[src/rtl/fft_pkg.sv]
// -----------------------------------------------------------------------------
// fft_pkg
// Shared definitions for the FFT64 output path: frame constants, the
// bit-reversal helper used to map FFT output order to natural order, the
// complex sample type and the reorder reader state encoding.
// -----------------------------------------------------------------------------
package fft_pkg;

  localparam int FFT_N     = 64;
  localparam int FFT_LOG2N = 6;
  localparam int FFT_WIDTH = 16;

  typedef struct packed {
    logic [FFT_WIDTH-1:0] re;
    logic [FFT_WIDTH-1:0] im;
  } cplx_t;

  typedef enum logic {
    RD_IDLE = 1'b0,
    RD_READ = 1'b1
  } rd_state_e;

  // Reverses the low log2n bits of value; upper result bits are zero.
  // log2n must be a constant at every synthesized call site.
  function automatic logic [31:0] bitrev(input logic [31:0] value, input int log2n);
    logic [31:0] v;
    logic [31:0] r;
    v = value;
    r = '0;
    for (int i = 0; i < 32; i++) begin
      if (i < log2n) begin
        r = {r[30:0], v[0]};
        v = {1'b0, v[31:1]};
      end
    end
    return r;
  endfunction

endpackage

[src/rtl/fft_reorder_ram.sv]
// -----------------------------------------------------------------------------
// fft_reorder_ram
// Simple dual-port RAM backing the reorder ping-pong buffer. The address is
// {bank, index}. One synchronous write port, one registered read port whose
// output register holds its value when no read is issued.
//
// Ports:
//   clk_i    : clock, rising edge
//   rst_i    : asynchronous active-high reset (clears read register only)
//   we_i     : write enable
//   waddr_i  : write address
//   wdata_i  : write data
//   re_i     : read enable
//   raddr_i  : read address
//   rdata_o  : registered read data (valid the cycle after re_i)
// -----------------------------------------------------------------------------
module fft_reorder_ram #(
  parameter int AW = 7,
  parameter int DW = 32
) (
  input  logic          clk_i,
  input  logic          rst_i,
  input  logic          we_i,
  input  logic [AW-1:0] waddr_i,
  input  logic [DW-1:0] wdata_i,
  input  logic          re_i,
  input  logic [AW-1:0] raddr_i,
  output logic [DW-1:0] rdata_o
);

  logic [DW-1:0] mem [2**AW];
  logic [DW-1:0] rdata_q;

  always_ff @(posedge clk_i) begin
    if (we_i) mem[waddr_i] <= wdata_i;
  end

  // Read register is cleared on reset so the block outputs start at zero;
  // the array itself is never cleared.
  always_ff @(posedge clk_i or posedge rst_i) begin
    if (rst_i)     rdata_q <= '0;
    else if (re_i) rdata_q <= mem[raddr_i];
  end

  assign rdata_o = rdata_q;

endmodule

[src/rtl/fft_bitrev_reorder.sv]
// -----------------------------------------------------------------------------
// fft_bitrev_reorder
// Streaming reorder buffer behind FFT64. Samples arrive in bit-reversed order
// and are written to address bitrev(wcnt) of the filling bank; the draining
// bank is read linearly, so each frame leaves in natural bin order 0..N-1.
// Two banks ping-pong so back-to-back frames flow without stalls.
//
// Ports:
//   clock  : system clock, rising edge
//   reset  : asynchronous active-high reset
//   di_en  : input sample valid
//   di_re  : input real part (bit-reversed order)
//   di_im  : input imaginary part
//   do_en  : output sample valid
//   do_re  : output real part (natural order), holds when do_en=0
//   do_im  : output imaginary part, holds when do_en=0
//   do_sof : high with the bin-0 word of each output frame
//   ovf    : sticky flag, set when a write lands in a bank still awaiting drain
// -----------------------------------------------------------------------------
module fft_bitrev_reorder
  import fft_pkg::*;
#(
  parameter int N     = FFT_N,
  parameter int LOG2N = FFT_LOG2N,
  parameter int WIDTH = FFT_WIDTH
) (
  input  logic             clock,
  input  logic             reset,
  input  logic             di_en,
  input  logic [WIDTH-1:0] di_re,
  input  logic [WIDTH-1:0] di_im,
  output logic             do_en,
  output logic [WIDTH-1:0] do_re,
  output logic [WIDTH-1:0] do_im,
  output logic             do_sof,
  output logic             ovf
);

  localparam logic [LOG2N-1:0] LAST = LOG2N'(N - 1);

  logic [LOG2N-1:0] wcnt_q, wcnt_d;
  logic             wbank_q, wbank_d;
  logic [LOG2N-1:0] rcnt_q, rcnt_d;
  logic             rbank_q, rbank_d;
  logic [1:0]       full_q, full_d;
  rd_state_e        state_q, state_d;
  logic             ovf_q, ovf_d;
  logic             do_en_q, do_sof_q;

  logic             wr_last;
  logic [1:0]       full_set, full_clr;
  logic             rd_en;
  logic [LOG2N-1:0] waddr;
  logic [2*WIDTH-1:0] rdata;

  // Write side: scatter into the filling bank at the bit-reversed index.
  assign wr_last = di_en && (wcnt_q == LAST);
  assign waddr   = LOG2N'(bitrev(32'(wcnt_q), LOG2N));

  always_comb begin
    wcnt_d   = wcnt_q;
    wbank_d  = wbank_q;
    full_set = '0;
    if (di_en) begin
      wcnt_d = wr_last ? '0 : wcnt_q + 1'b1;
    end
    if (wr_last) begin
      full_set[wbank_q] = 1'b1;
      wbank_d           = ~wbank_q;
    end
  end

  // Read side: drain a full bank linearly; chain straight into the other bank
  // when it is already full so consecutive frames have no idle cycle.
  always_comb begin
    state_d  = state_q;
    rcnt_d   = rcnt_q;
    rbank_d  = rbank_q;
    full_clr = '0;
    rd_en    = 1'b0;
    case (state_q)
      RD_IDLE: begin
        if (full_q[rbank_q]) begin
          state_d = RD_READ;
          rcnt_d  = '0;
        end
      end
      RD_READ: begin
        rd_en  = 1'b1;
        rcnt_d = rcnt_q + 1'b1;
        if (rcnt_q == LAST) begin
          full_clr[rbank_q] = 1'b1;
          rbank_d           = ~rbank_q;
          if (full_q[~rbank_q]) begin
            state_d = RD_READ;
            rcnt_d  = '0;
          end else begin
            state_d = RD_IDLE;
          end
        end
      end
      default: state_d = RD_IDLE;
    endcase
  end

  // Set wins over clear for the same bank. A write into a bank that the reader
  // is releasing on this very edge is not an overflow: the drain is complete.
  assign full_d = (full_q & ~full_clr) | full_set;
  assign ovf_d  = ovf_q | (di_en & full_q[wbank_q] & ~full_clr[wbank_q]);

  always_ff @(posedge clock or posedge reset) begin
    if (reset) begin
      wcnt_q   <= '0;
      wbank_q  <= 1'b0;
      rcnt_q   <= '0;
      rbank_q  <= 1'b0;
      full_q   <= '0;
      state_q  <= RD_IDLE;
      ovf_q    <= 1'b0;
      do_en_q  <= 1'b0;
      do_sof_q <= 1'b0;
    end else begin
      wcnt_q   <= wcnt_d;
      wbank_q  <= wbank_d;
      rcnt_q   <= rcnt_d;
      rbank_q  <= rbank_d;
      full_q   <= full_d;
      state_q  <= state_d;
      ovf_q    <= ovf_d;
      // Output stage: flags aligned with the registered RAM read.
      do_en_q  <= rd_en;
      do_sof_q <= rd_en && (rcnt_q == '0);
    end
  end

  fft_reorder_ram #(
    .AW(LOG2N + 1),
    .DW(2 * WIDTH)
  ) u_ram (
    .clk_i   (clock),
    .rst_i   (reset),
    .we_i    (di_en),
    .waddr_i ({wbank_q, waddr}),
    .wdata_i ({di_re, di_im}),
    .re_i    (rd_en),
    .raddr_i ({rbank_q, rcnt_q}),
    .rdata_o (rdata)
  );

  assign do_en  = do_en_q;
  assign do_sof = do_sof_q;
  assign do_re  = rdata[2*WIDTH-1:WIDTH];
  assign do_im  = rdata[WIDTH-1:0];
  assign ovf    = ovf_q;

endmodule

[config.mk]
export PLATFORM = sky130hd
export DESIGN_NAME = fft_bitrev_reorder
export DESIGN_NICKNAME = d
export VERILOG_FILES = /design/src/rtl/fft_pkg.sv /design/src/rtl/fft_reorder_ram.sv /design/src/rtl/fft_bitrev_reorder.sv
export SDC_FILE = /design/constraint.sdc
export NUM_CORES = 2
export LEC_CHECK = 0
export ABC_AREA = 1
export ABC_CLOCK_PERIOD_IN_PS = 6530
export CAP_MARGIN = 20
export CORE_MARGIN = 10
export CORE_UTILIZATION = 48
export DETAILED_ROUTE_END_ITERATION = 8
export PLACE_DENSITY_LB_ADDON = 0.05
export SYNTH_ARGS = -nofsm -noshare
export SYNTH_HDL_FRONTEND = slang
export SYNTH_HIERARCHICAL = 1
export SYNTH_SLANG_ARGS = --single-unit
[constraint.sdc]
create_clock -name clock -period 6.53 [get_ports clock]
set_clock_uncertainty 0.1 [all_clocks]
set_input_delay 0.9795 -clock clock [delete_from_list [all_inputs] [get_ports clock]]
set_output_delay 0.9795 -clock clock [all_outputs]
set_load 0.01 [all_outputs]
==> key figures <==
Clocking
  • CTS clk-pin slew, worst paths: 0.06 ns
  • Max H-tree Level: 5
  • Num CTS Buffers: 437
  • Clock tree buffer depth: 4
  • Cts hold-fix bufs: 0
  • Clock Latency Late Sink: 0.97 ns
  • CTS Root Buffer Type: clkbuf_16
  • CTS tree: done
  • Post-CTS sizing: 0
  • Setup repair bufs after CTS: 0
  • TritonCTS Sinks: 4148

Floorplan
  • Die Y: 609 um
  • Std cell rows: 216
  • Starting Density: 48.2%
  • Io pins: 70
  • CORE AREA: 0.346 mm2
  • Die Footprint: 0.371 mm2
  • Die Width: 609 um

Synthesis
  • Synth warnings: 6
  • Synth Area in Adders: 0.0225%
  • Post-Synth XOR/XNOR Area: 0.0315%
  • Syn Std Cell Area: 0.167 mm2
  • Synthesized flop and latch total: 4148
  • Cell count after synthesis: 13600
  • Syn nets: 13600
  • Fraction of the yosys area taken by sequential cells: 74.6%
  • Post-synthesis compound-gate area fraction: 0.0593%
  • Number of distinct library cells after synthesis: 29
  • Post-synthesis mux area share: 0%
  • Syn Area/Cell: 12.3 um2
  • Largest family of logic cells by synthesized area: simple AND/OR/NAND/NOR gates
  • Post-Synth Simple-Gate Area: 22.1%

Placed design
  • Port bufs: 69
  • Detailed-placement wirelength estimate: 302000 um
  • Total placed cells including tap cells: 17500
  • Gpl congestion: 0.916
  • Pre-CTS setup slack: 1.66 ns

Critical path
  • Crit-path max FO: 197
  • Critical path arrival: 5.33 ns
  • Nature of the critical path endpoint: register
  • Crit path kind: reg -> reg
  • Startpoint Class: register
  • Worst EP required: 7.34 ns

GRT
  • Largest net degree at the start of global routing: 198
  • Initial antenna violation count: 31
  • Vias in the first global route: 100000
  • Global route overflow: 0
  • Global-route wire length before repair: 750000 um
  • Tot GR Track Use: 27.9%

Run status
  • Status: complete, no violations

Job
  • Max cap viols: 0

Timing
  • Max_slew headroom: 20.9%
  • Final hold violations: 0
  • Fmax achieved: 221 MHz
  • Setup_tns: 0 ns
  • Final setup fails: 0
  • Final worst-path cycle share: 69.2%
  • Slew Limit Fails: 0
  • RSZ-0062 raised after global routing: no
  • Final worst slack: 2.01 ns
  • Minimum clock period: 4.52 ns
  • Actual slew at the worst max-slew pin: 1.18 ns

Detailed routing
  • Detailed-route via count: 108000
  • Final wirelength: 537000 um
  • Avg Vias per Cell: 5.87
  • First DRT Iteration DRCs: 14800
  • Wirelength per Cell: 29.3 um
  • Antenna Nets Post-Route: 0
  • DR pass1 iterations: 6
  • Residual DRC: 0

Cells and area
  • Fill cells: 29000
  • Fraction of layout cells with a size suffix above 1: 6.87%
  • Final Non-Filler Cells: 18300
  • Area Growth Syn to Fin: 11.1%
  • Total Nets Final: 13400

Power and ir drop
  • P per Cell Area: 300 mW/mm2
  • Total power: 0.0555 W
  • Pleak: 63.2 nW
  • Peak supply drop: 0.000226 V

Hold path
  • Hold WC Path Type: in -> reg
## final cells by class
cell class | instances | area (um2) | share of cell area [%]
Clock buffer | 574 | 11800 | 6.38
Antenna cell | 11 | 27.5 | 0.0149
Clock inverter | 221 | 1660 | 0.896
Multi-Input combinational cell | 8493 | 38100 | 20.6
Tap cell | 4578 | 5730 | 3.09
Inverter | 44 | 218 | 0.118
Timing Repair Buffer | 252 | 3260 | 1.76
Sequential cell | 4148 | 124000 | 67.2
## registers in the layout, indices dropped and copies added (netlist names)
register,cells
do_sof,1
u_ram/rdata_o,32
rbank_q,1
full_q,2
wcnt_q,6
ovf,1
state_q,1
u_ram/mem,4096
rcnt_q,6
do_en,1
wbank_q,1
## per-stage QoR
step / util (%) / hold WS (ns) / area (um2)
2_1_floorplan: - / 0.364 / 167000
3_3_place_gp: 49.4 / 0.401 / 171000
3_5_place_dp: 49.5 / 0.416 / 171000
4_1_cts: 53.4 / 0.241 / 185000
5_1_grt: 53.5 / 0.278 / 185000
6_report: 53.5 / 0.314 / 185000
## worst max-delay path, stage by stage (launching register included)
cell     delay [ns]
dfrtp_4        0.72
inv_16         0.67
buf_12         0.36
buf_4          0.36
nand2_1        0.08
nand3_1        0.07
nand3_1        0.11
nand3_1        0.22
nand3_1        0.20
nand3_1        0.41
nand3_1        0.51
nand2_1        0.19
nand2_1        0.07
nand2_1        0.08
## cell usage after synthesis
cell type  count  area, um2
ha_1           3       37.5
xnor2_1        1       8.76
clkbuf_1     122        458
o21ai_2        2       17.5
nand2_4        1       11.3
nor3_1         9       45.0
buf_6         54        608
buf_4        152       1140
o22ai_1        1       6.26
nand4_1        4       25.0
buf_2        505       2530
nand3_2        3       30.0
dfrtp_1       52       1300
nor3_2         1       10.0
buf_1         82        308
nor2_2         1       6.26
buf_12         1       20.0
inv_4          2       12.5
a21oi_1        4       20.0
nand2_1     4267      16000
o21ai_1        4       20.0
edfxtp_1    4096     123000
o21ai_0        7       35.0
inv_2          2       7.51
nand3_1     4042      20200
xor2_1         5       43.8
nor2_4         1       11.3
nor2_1       137        514
inv_1         40        150
## where the power goes
part,internal [W],switching (W)
combinational,0.000208,0.00172
clock,0.0136,0.0101
sequential,0.0297,0.000124
## path summary, 6_finish.rpt
path	start	to	slack, ns	cells after the start
hold reg to reg	ovf	ovf	0.41	2
setup / recovery	rcnt_q[0]	u_ram/rdata_o[30]	2.01	13
setup reg to reg	rcnt_q[0]	u_ram/rdata_o[30]	2.01	13
min in group asynchronous	reset	u_ram/rdata_o[8]	0.42	3
hold / removal	di_im[9]	u_ram/mem[79][9]	0.31	1
max in group asynchronous	reset	rcnt_q[1]	5.02	2
## metal layers
metal	track usage (%)	vias up	part of all wire, %
li1	-	48200	-
met1	38.3	53800	40
met2	43.9	4747	46
met3	5.20	860	9.0
met4	11.6	0	5.0
met5	0	-	0
## cells in the final DEF, fill, tap and decap left out, types with 4 or more instances in the layout
cell                n
nor2_1              9
buf_4             106
nor3_1              9
a21oi_1             4
clkbuf_1          119
inv_6               5
clkinv_1          104
o21ai_0             7
nor2_4            129
nand4_1             4
xor2_1              5
buf_12             80
dfrtp_1            46
nand2_4             9
buf_6              19
nand3_1          4042
clkinvlp_4          6
nand2_1          4259
dfrtp_4             5
edfxtp_1         4096
o21ai_1             4
clkdlybuf4s50_1    37
diode_2            11
clkinv_2           77
clkbuf_16         453
bufinv_16          24
clkinv_8            4
buf_16             10
inv_1              38
## cell families (layout without fill, tap and decap cells)
family | count (synthesis) | in the layout
simple gates | 8466 | 8466
flops | 4148 | 4148
buf+inv | 960 | 1091
compound gates | 18 | 18
xor+xnor | 6 | 6
fa+ha+maj | 3 | 3
other cells | 0 | 11
No activity file was read; power rests on OpenSTA's default activity.
